`config.mk`:
```
export PLATFORM = sky130hd
export DESIGN_NAME = fetch_stage_flat
export DESIGN_NICKNAME = d
export VERILOG_FILES = /design/src/rtl/fetch_stage_if.sv /design/src/rtl/fetch_stage.sv /design/src/flat_wrapper.sv
export SDC_FILE = /design/constraint.sdc
export NUM_CORES = 1
export LEC_CHECK = 0
export ABC_AREA = 0
export CAP_MARGIN = 20
export CORE_UTILIZATION = 40
export CTS_CLUSTER_SIZE = 12
export DETAILED_ROUTE_END_ITERATION = 12
export DONT_BUFFER_PORTS = 1
export GPL_TIMING_DRIVEN = 0
export PLACE_DENSITY = 0.6
export SYNTH_ARGS = -nofsm -noshare
export SYNTH_HDL_FRONTEND = slang
export SYNTH_SLANG_ARGS = --single-unit
```
`constraint.sdc`:
```
create_clock -name clk -period 3.45 [get_ports clk]
set_input_delay 0.5175 -clock clk [delete_from_list [all_inputs] [get_ports clk]]
set_output_delay 0.5175 -clock clk [all_outputs]
set_load 0.05 [all_outputs]
```
`src/rtl/fetch_stage_if.sv`:
```
// Instruction-memory request/response bus between the fetch stage and an
// instruction cache or stalling memory.
interface fetch_stage_if;
    logic [15:0] imem_addr;
    logic        imem_rd;
    logic [15:0] imem_data;
    logic        imem_done;
    logic        imem_stall;

    modport master (
        output imem_addr,
        output imem_rd,
        input  imem_data,
        input  imem_done,
        input  imem_stall
    );

    modport slave (
        input  imem_addr,
        input  imem_rd,
        output imem_data,
        output imem_done,
        output imem_stall
    );
endinterface

```
`src/rtl/fetch_stage.sv`:
```
// Instruction-fetch stage: owns the PC, talks to a variable-latency
// instruction memory and feeds the fetch/decode latch.
module fetch_stage #(
    parameter logic [15:0] RESET_PC = 16'h0000
) (
    input  logic          clk,
    input  logic          rst,
    input  logic          stall_i,
    input  logic          redirect_i,
    input  logic [15:0]   redirect_pc_i,
    input  logic          halt_i,
    fetch_stage_if.master imem,
    output logic [15:0]   PC_f,
    output logic [15:0]   instruction_f,
    output logic          nop_f,
    output logic          halted
);

    localparam int unsigned XLEN      = 16;
    localparam logic [XLEN-1:0] NOP_INSTR = 16'h0800;
    localparam logic [XLEN-1:0] PC_STEP   = 16'd2;

    localparam logic [1:0] S_FETCH  = 2'd0;
    localparam logic [1:0] S_WAIT   = 2'd1;
    localparam logic [1:0] S_HALTED = 2'd2;

    logic [1:0]      state, state_n;
    logic [XLEN-1:0] pc, pc_n;
    logic            buf_valid, buf_valid_n;
    logic [XLEN-1:0] buf_instr, buf_instr_n;
    logic            drop, drop_n;
    logic            halt_pend, halt_pend_n;

    logic in_fetch, in_wait, in_halted;
    logic req, accept, mem_ok, deliver;

    assign in_fetch  = (state == S_FETCH);
    assign in_wait   = (state == S_WAIT);
    assign in_halted = (state == S_HALTED);

    // A halt seen in FETCH stops fetching immediately, so no request goes out.
    assign req     = in_fetch & ~buf_valid & ~rst & ~redirect_i & ~halt_i;
    assign accept  = req & ~imem.imem_stall;
    // Memory data is discarded when dropped (wrong path) or when a halt drains WAIT.
    assign mem_ok  = imem.imem_done & ~drop & ~in_halted
                   & ~(in_wait & (halt_i | halt_pend));
    assign deliver = ~rst & ~redirect_i & ~in_halted & (buf_valid | mem_ok);

    assign imem.imem_rd   = req;
    assign imem.imem_addr = pc;
    assign nop_f          = ~deliver;
    assign instruction_f  = deliver ? (buf_valid ? buf_instr : imem.imem_data) : NOP_INSTR;
    assign PC_f           = rst ? (RESET_PC + PC_STEP) : (pc + PC_STEP);
    assign halted         = in_halted & ~rst;

    // Next-state: redirect first, then delivery/consume, then FSM progress.
    always_comb begin
        state_n     = state;
        pc_n        = pc;
        buf_valid_n = buf_valid;
        buf_instr_n = buf_instr;
        drop_n      = drop;
        halt_pend_n = halt_pend;

        if (redirect_i) begin
            pc_n        = redirect_pc_i;
            buf_valid_n = 1'b0;
            halt_pend_n = 1'b0;
            if (in_wait && !imem.imem_done) begin
                drop_n = 1'b1;
            end else begin
                state_n = S_FETCH;
                drop_n  = 1'b0;
            end
        end else begin
            if (deliver) begin
                if (!stall_i) begin
                    pc_n        = pc + PC_STEP;
                    buf_valid_n = 1'b0;
                end else if (!buf_valid) begin
                    buf_valid_n = 1'b1;
                    buf_instr_n = imem.imem_data;
                end
            end

            case (state)
                S_FETCH: begin
                    if (halt_i) begin
                        state_n = S_HALTED;
                    end else if (accept && !imem.imem_done) begin
                        state_n = S_WAIT;
                    end
                end
                S_WAIT: begin
                    if (imem.imem_done) begin
                        state_n     = (halt_i || halt_pend) ? S_HALTED : S_FETCH;
                        drop_n      = 1'b0;
                        halt_pend_n = 1'b0;
                    end else if (halt_i) begin
                        halt_pend_n = 1'b1;
                    end
                end
                S_HALTED: begin
                end
                default: begin
                    state_n = S_FETCH;
                end
            endcase
        end
    end

    always_ff @(posedge clk) begin
        if (rst) begin
            state     <= S_FETCH;
            pc        <= RESET_PC;
            buf_valid <= 1'b0;
            buf_instr <= NOP_INSTR;
            drop      <= 1'b0;
            halt_pend <= 1'b0;
        end else begin
            state     <= state_n;
            pc        <= pc_n;
            buf_valid <= buf_valid_n;
            buf_instr <= buf_instr_n;
            drop      <= drop_n;
            halt_pend <= halt_pend_n;
        end
    end

endmodule

```
`src/flat_wrapper.sv`:
```
// flat-port wrapper written by rule: the top's interface ports become plain ports
module fetch_stage_flat 
#(
    parameter logic [15:0] RESET_PC = 16'h0000
)
  (clk, rst, stall_i, redirect_i, redirect_pc_i, halt_i, PC_f, instruction_f, nop_f, halted, imem_imem_addr, imem_imem_rd, imem_imem_data, imem_imem_done, imem_imem_stall);
  fetch_stage_if imem_i ();
  input  logic clk;
  input  logic rst;
  input  logic stall_i;
  input  logic redirect_i;
  input  logic [15:0] redirect_pc_i;
  input  logic halt_i;
  output logic [15:0] PC_f;
  output logic [15:0] instruction_f;
  output logic nop_f;
  output logic halted;
  output wire logic [$bits(imem_i.imem_addr)-1:0] imem_imem_addr;
  output wire logic [$bits(imem_i.imem_rd)-1:0] imem_imem_rd;
  input wire logic [$bits(imem_i.imem_data)-1:0] imem_imem_data;
  input wire logic [$bits(imem_i.imem_done)-1:0] imem_imem_done;
  input wire logic [$bits(imem_i.imem_stall)-1:0] imem_imem_stall;
  assign imem_imem_addr = imem_i.imem_addr;
  assign imem_imem_rd = imem_i.imem_rd;
  assign imem_i.imem_data = imem_imem_data;
  assign imem_i.imem_done = imem_imem_done;
  assign imem_i.imem_stall = imem_imem_stall;
  fetch_stage #(.RESET_PC(RESET_PC)) u_core (.clk(clk), .rst(rst), .stall_i(stall_i), .redirect_i(redirect_i), .redirect_pc_i(redirect_pc_i), .halt_i(halt_i), .imem(imem_i), .PC_f(PC_f), .instruction_f(instruction_f), .nop_f(nop_f), .halted(halted));
endmodule
```
==> results.py, run 1 <==
metrics = {
    "power_and_ir_drop": {
        "p_sw_mw": 0.374,
        "intPower_mw": 0.711,
        "pwr-share-comb_pct": 16.6,
        "clockPowerShare_pct": 35.8,
        "p_sw_share_pct": 34.5,
        "power_density_nw_per_um2": 448,
        "leakage_nw": 0.887,
        "p_seq_share_pct": 47.6,
        "vdd_drop_max_mv": 0.183,
    },
    "clock_network": {
        "numCtsBuffers": 5,
        "tritoncts": "built",
        "worst_skew_pair.late_latency_ns": 0.29,
        "cts.path.max_buffers": 2,
        "ctsHtreeMaxLevel": 2,
        "cts_sinks": 37,
        "clk_pin_slew_ns": 0.08,
        "cts_setup_buffers": 0,
        "cts_root_buf": "clkbuf_8",
    },
    "sta": {
        "min_period_over_period_pct": 95.3,
        "rsz0062_at_grt": "no",
        "setup_tns_ns": 0,
        "hold_viol_final": 0,
        "max_clock_freq_ghz": 0.304,
        "skew_ns": 0.00353,
        "period_needed_ns": 3.29,
        "worst_pin_slew_ns": 0.970,
        "setup_ws_ns": 0.162,
        "holdWs_ns": 0.296,
        "setup_violations": 0,
        "maxSlewHeadroom_pct": 35.2,
        "maxSlewViolCount": 0,
    },
    "layout": {
        "regArea_um2": 742,
        "drive_gt1_share_pct": 9.49,
        "fin_area_um2": 2420,
        "post-route-util_pct": 46.5,
        "antenna_cells": 0,
        "area_growth_pct": 10.6,
        "fin_nets": 313,
        "final_common_cell": "nor2_1",
        "layout_common_cells": "nor2_1, dfxtp_1, mux2i_1",
        "multi_input_area_um2": 1340,
        "fillCellCount": 544,
    },
    "global_routing": {
        "grt_util_all_layers_pct": 19.7,
        "overflow": 0,
        "grt_pass1_vias": 1947,
        "antenna_found_initial": 0,
        "grt_max_degree": 14,
        "grt_pass1_wl_mm": 9.22,
    },
    "route": {
        "final_antenna_net_count": 0,
        "firstDrtPassIters": 4,
        "drt-total-wl_mm": 5.57,
        "vias_per_cell": 5.63,
        "drt-initial-drc-count": 99,
        "drc": 0,
        "vias": 1936,
        "wl_per_cell_um": 16.2,
    },
    "placement": {
        "dp_hpwl_mm": 4.09,
        "dpl_worst_slack_ns": 0.262,
        "postPlaceCellArea_um2": 2280,
        "gp_congestion": 0.803,
        "port_buffers": 0,
    },
    "worst_setup_path": {
        "cp.arrival_ns": 2.77,
        "required_ns": 2.93,
        "critPathKind": "reg -> out",
        "cp_max_fo": 10,
        "startpoint_type": "flop",
        "ff2ff_path_depth": 6,
        "end_kind": "output port",
    },
    "die": {
        "dieArea_um2": 5770,
        "core_um2": 5200,
        "num_rows": 26,
        "io_pins": 90,
        "die_w_um": 76.0,
        "initial_core_util_pct": 42.1,
        "die_y_um": 76.0,
    },
    "logic_synthesis": {
        "yosysTopAreaCell": "dfxtp_1",
        "synth_fp_nets": 305,
        "synth_top_area_share_pct": 33.8,
        "ys.warnings.count": 0,
        "synthesis.area_um2": 2190,
        "yosysUniqueCellTypes": 42,
        "ys_top_cells_by_area": "dfxtp_1, mux2i_1, nor2_1",
        "synth_edf_count": 0,
        "yosys_register_bits": 37,
        "async_reset_ff_share_pct": 0,
        "yosys_most_used_dff": "dfxtp_1",
        "syn_avg_cell_area_um2": 8.26,
        "ys_seq_area_share_pct": 33.8,
        "syn_inst": 265,
    },
    "run_status": {
        "outcome": "finished, final reports clean",
    },
    "worst_hold_path": {
        "hold_depth": 1,
        "hp-class": "in -> reg",
    },
    "job": {
        "max_cap_violations": 0,
    },
}
-- registers in the layout (all words and copies together) (netlist names) --
name and cells:
u_core.buf_valid 1, u_core.drop 1, u_core.halt_pend 1, u_core.imem.imem_addr 16
u_core.state 2, u_core.buf_instr 16
-- cells in the mapped netlist, types with 4 or more instances --
master     count
a2111oi_0      4
a211oi_1       7
a311oi_1       7
and3_1         4
clkbuf_1      13
dfxtp_1       37
inv_1          7
mux2i_1       31
nand2_1        5
nand3_1        7
nor2_1        63
nor4_1         4
o21ai_0        4
or3_1          7
xnor2_1       12
xor2_1         4
-- final cells by class --
cell class | count | share of cell area [%]
tap | 70 | 3.62
multi-input combinational | 201 | 55.4
inverter | 8 | 1.24
clock inverter | 3 | 1.91
sequential | 37 | 30.6
timing repair buffer | 1 | 0.310
buffer | 19 | 4.08
clock buffer | 5 | 2.84
-- path summary, 6_finish.rpt --
kind,start,to,slack (ns)
setup / recovery,u_core.state[1],instruction_f[7],0.16
hold / removal,imem_imem_done,u_core.state[0],0.30
hold reg to reg,u_core.buf_instr[11],u_core.buf_instr[11],0.47
setup reg to reg,u_core.imem.imem_addr[2],u_core.imem.imem_addr[9],0.79
-- critical path: stages, from the launching register on --
cell and delay [ns]:
dfxtp_1 0.45, nand2b_1 0.21, o2111ai_4 0.20, a211o_1 0.29, clkbuf_1 0.20, clkbuf_2 0.35
nor2_1 0.77
-- power by group through the flow --
stage / sequential (mW) / clock, mW / combinational, mW
global route: 0.520 / 0.417 / 0.194
detailed placement: 0.526 / 0 / 0.178
CTS: 0.516 / 0.402 / 0.179
finish: 0.516 / 0.388 / 0.180
floorplan: 0.518 / 0 / 0.155
global placement: 0.525 / 0 / 0.177
-- routing by layer --
metal	share of wire [%]	vias up	global-route usage, %
li1	-	955	-
met1	43	890	23.1
met2	47	79	33.7
met3	8.1	12	6.59
met4	1.3	0	6.54
met5	0	-	0
-- through the flow --
stage               instances  power (mW)
floorplan                 265       0.673
global placement          335       0.702
detailed placement        335       0.704
CTS                       343        1.10
global route              344        1.13
finish                    344        1.08
-- kinds of logic (layout without fill, tap and decap cells) --
kind of cell / Yosys count / count (layout) / synth area share, %
adder cells (fa/ha/maj): 1 / 1 / 0.571
buffers and inverters: 27 / 36 / 5.83
XOR/XNOR: 16 / 16 / 6.40
AO/OA/AOI/OAI: 43 / 43 / 15.3
flip-flops: 37 / 37 / 33.8
multiplexers: 31 / 31 / 14.2
AND/OR/NAND/NOR: 110 / 110 / 23.9
-- repair_timing --
item / 4_1_cts / 5_1_grt
gates cloned: 0 / 0
hold buffers: 0 / 0
setup endpoints to repair: 10 / 5
gates resized for setup: 2 / 5
(Power assumes the default switching activity.)
==> inputs of run 2 (changes only) <==
--- a/config.mk
+++ b/config.mk
@@ -12,6 +12,7 @@
 export DETAILED_ROUTE_END_ITERATION = 12
 export DONT_BUFFER_PORTS = 1
 export GPL_TIMING_DRIVEN = 0
+export MAX_ROUTING_LAYER = met4
 export PLACE_DENSITY = 0.6
 export SYNTH_ARGS = -nofsm -noshare
 export SYNTH_HDL_FRONTEND = slang
==> run 2 against run 1 <==
Against the previous run:
- core utilization unchanged
- global-route usage up 0.62 points
- first-iteration DRC count up 6.1%
- largest power group unchanged
- sequential share of layout area unchanged
==> results.py, run 2 (same netlist as run 1, synthesis figures left out) <==
metrics = {
    "sta": {
        "skew_ns": 0.00381,
        "hold_viol_final": 0,
        "maxSlewViolCount": 0,
        "min_period_over_period_pct": 95.6,
        "setup_tns_ns": 0,
        "max_clock_freq_ghz": 0.303,
        "setup_violations": 0,
        "period_needed_ns": 3.30,
        "rsz0062_at_grt": "no",
        "maxSlewHeadroom_pct": 35.2,
        "setup_ws_ns": 0.153,
        "worst_pin_slew_ns": 0.970,
    },
    "global_routing": {
        "grt_pass1_wl_mm": 9.23,
        "overflow": 0,
        "grt_util_all_layers_pct": 20.3,
        "grt_pass1_vias": 1943,
        "grt_max_degree": 14,
        "antenna_found_initial": 0,
    },
    "die": {
        "io_pins": 90,
        "core_um2": 5200,
        "initial_core_util_pct": 42.1,
        "num_rows": 26,
        "die_y_um": 76.0,
        "dieArea_um2": 5770,
        "die_w_um": 76.0,
    },
    "placement": {
        "dpl_worst_slack_ns": 0.262,
        "gp_congestion": 0.815,
        "port_buffers": 0,
        "dp_hpwl_mm": 4.09,
        "postPlaceCellArea_um2": 2280,
    },
    "worst_setup_path": {
        "r2r-end": "u_core.imem.imem_addr[9]",
        "required_ns": 2.93,
        "reg2reg_from": "u_core.imem.imem_addr[2]",
        "startpoint_type": "flop",
        "regToRegSetupSlack_ns": 0.79,
        "cp.arrival_ns": 2.78,
        "critPathKind": "reg -> out",
        "end_kind": "output port",
        "cp_max_fo": 10,
        "ff2ff_path_depth": 6,
    },
    "layout": {
        "area_growth_pct": 10.6,
        "fin_nets": 313,
        "post-route-util_pct": 46.5,
        "final_common_cell": "nor2_1",
        "fillCellCount": 544,
        "antenna_cells": 0,
        "fin_area_um2": 2420,
        "layout_common_cells": "nor2_1, dfxtp_1, mux2i_1",
        "drive_gt1_share_pct": 9.49,
    },
    "worst_hold_path": {
        "hold_depth": 1,
        "holdPathEnd": "u_core.state[0]",
        "hp-class": "in -> reg",
        "min-delay-start": "imem_imem_done",
    },
    "power_and_ir_drop": {
        "vdd_drop_max_mv": 0.183,
        "leakage_nw": 0.887,
        "power_density_nw_per_um2": 448,
        "finalPower_mw": 1.09,
    },
    "route": {
        "firstDrtPassIters": 4,
        "wl_per_cell_um": 16.2,
        "vias_per_cell": 5.61,
        "drc": 0,
        "drt-total-wl_mm": 5.56,
        "drt-initial-drc-count": 105,
        "final_antenna_net_count": 0,
        "vias": 1929,
    },
    "clock_network": {
        "clk_pin_slew_ns": 0.08,
        "ctsHoldBuffers": 0,
        "cts.path.max_buffers": 2,
        "cts_sinks": 37,
        "ctsHtreeMaxLevel": 2,
        "cts_root_buf": "clkbuf_8",
        "worst_skew_pair.late_latency_ns": 0.29,
        "cts_setup_buffers": 0,
        "numCtsBuffers": 5,
        "tritoncts": "built",
    },
    "job": {
        "max_cap_violations": 0,
    },
    "run_status": {
        "outcome": "finished, final reports clean",
    },
}
run 2: cell counts in the layout (fill, tap and decap cells not counted):
No cell type changed its count.
run 2: worst max-delay path by stage:
| stage | slack (ns) | depth (start not counted) | endpoint | startpoint |
|---|---|---|---|---|
| after floorplan | 0.47 | 6 | instruction_f[10] | halt_i |
| after global placement | 0.29 | 6 | instruction_f[7] | halt_i |
| after detailed placement | 0.26 | 6 | instruction_f[5] | halt_i |
| after CTS | 0.02 | 6 | PC_f[13] | u_core.imem.imem_addr[1] |
| after global routing | 0.0002 | 6 | instruction_f[10] | u_core.state[0] |
| final | 0.15 | 6 | instruction_f[7] | u_core.state[1] |
run 2: routing by layer:
layer / wire length (um) / part of all wire, % / vias to the layer above / GRT usage, %
met1: 2420 / 43 / 897 / 23.3
li1: - / - / 955 / -
met5: 0 / 0 / - / -
met4: 60 / 1.1 / 0 / 6.54
met3: 428 / 7.7 / 6 / 6.59
met2: 2650 / 48 / 71 / 33.6
run 2: area by class of cell:
cell class                 count  area, um2  share of cell area [%]
timing repair buffer           1       7.51                   0.310
sequential                    37        742                    30.6
tap                           70       87.6                    3.62
inverter                       8       30.0                    1.24
buffer                        19       98.8                    4.08
clock inverter                 3       46.3                    1.91
multi-input combinational    201       1340                    55.4
clock buffer                   5       68.8                    2.84
run 2: timing repair:
action,in CTS,in global routing
pin swaps,0,0
resized for setup,2,5
setup endpoints to repair,10,5
run 2: where the power goes:
| group | leakage, nW | switching [mW] | internal (mW) |
|---|---|---|---|
| logic | 0.529 | 0.130 | 0.0499 |
| registers | 0.303 | 0.0720 | 0.444 |
| clock network | 0.0543 | 0.172 | 0.217 |
run 2: through the flow:
step	hold WS (ns)	std cells
2_1_floorplan	0.427	265
3_3_place_gp	0.438	335
3_5_place_dp	0.449	335
4_1_cts	0.283	343
5_1_grt	0.281	344
6_report	0.296	344
run 2: critical path, stage by stage, from the launching register on:
cell       delay [ns]
dfxtp_1          0.46
nand2b_1         0.21
o2111ai_4        0.20
a211o_1          0.29
clkbuf_1         0.20
clkbuf_2         0.35
nor2_1           0.77
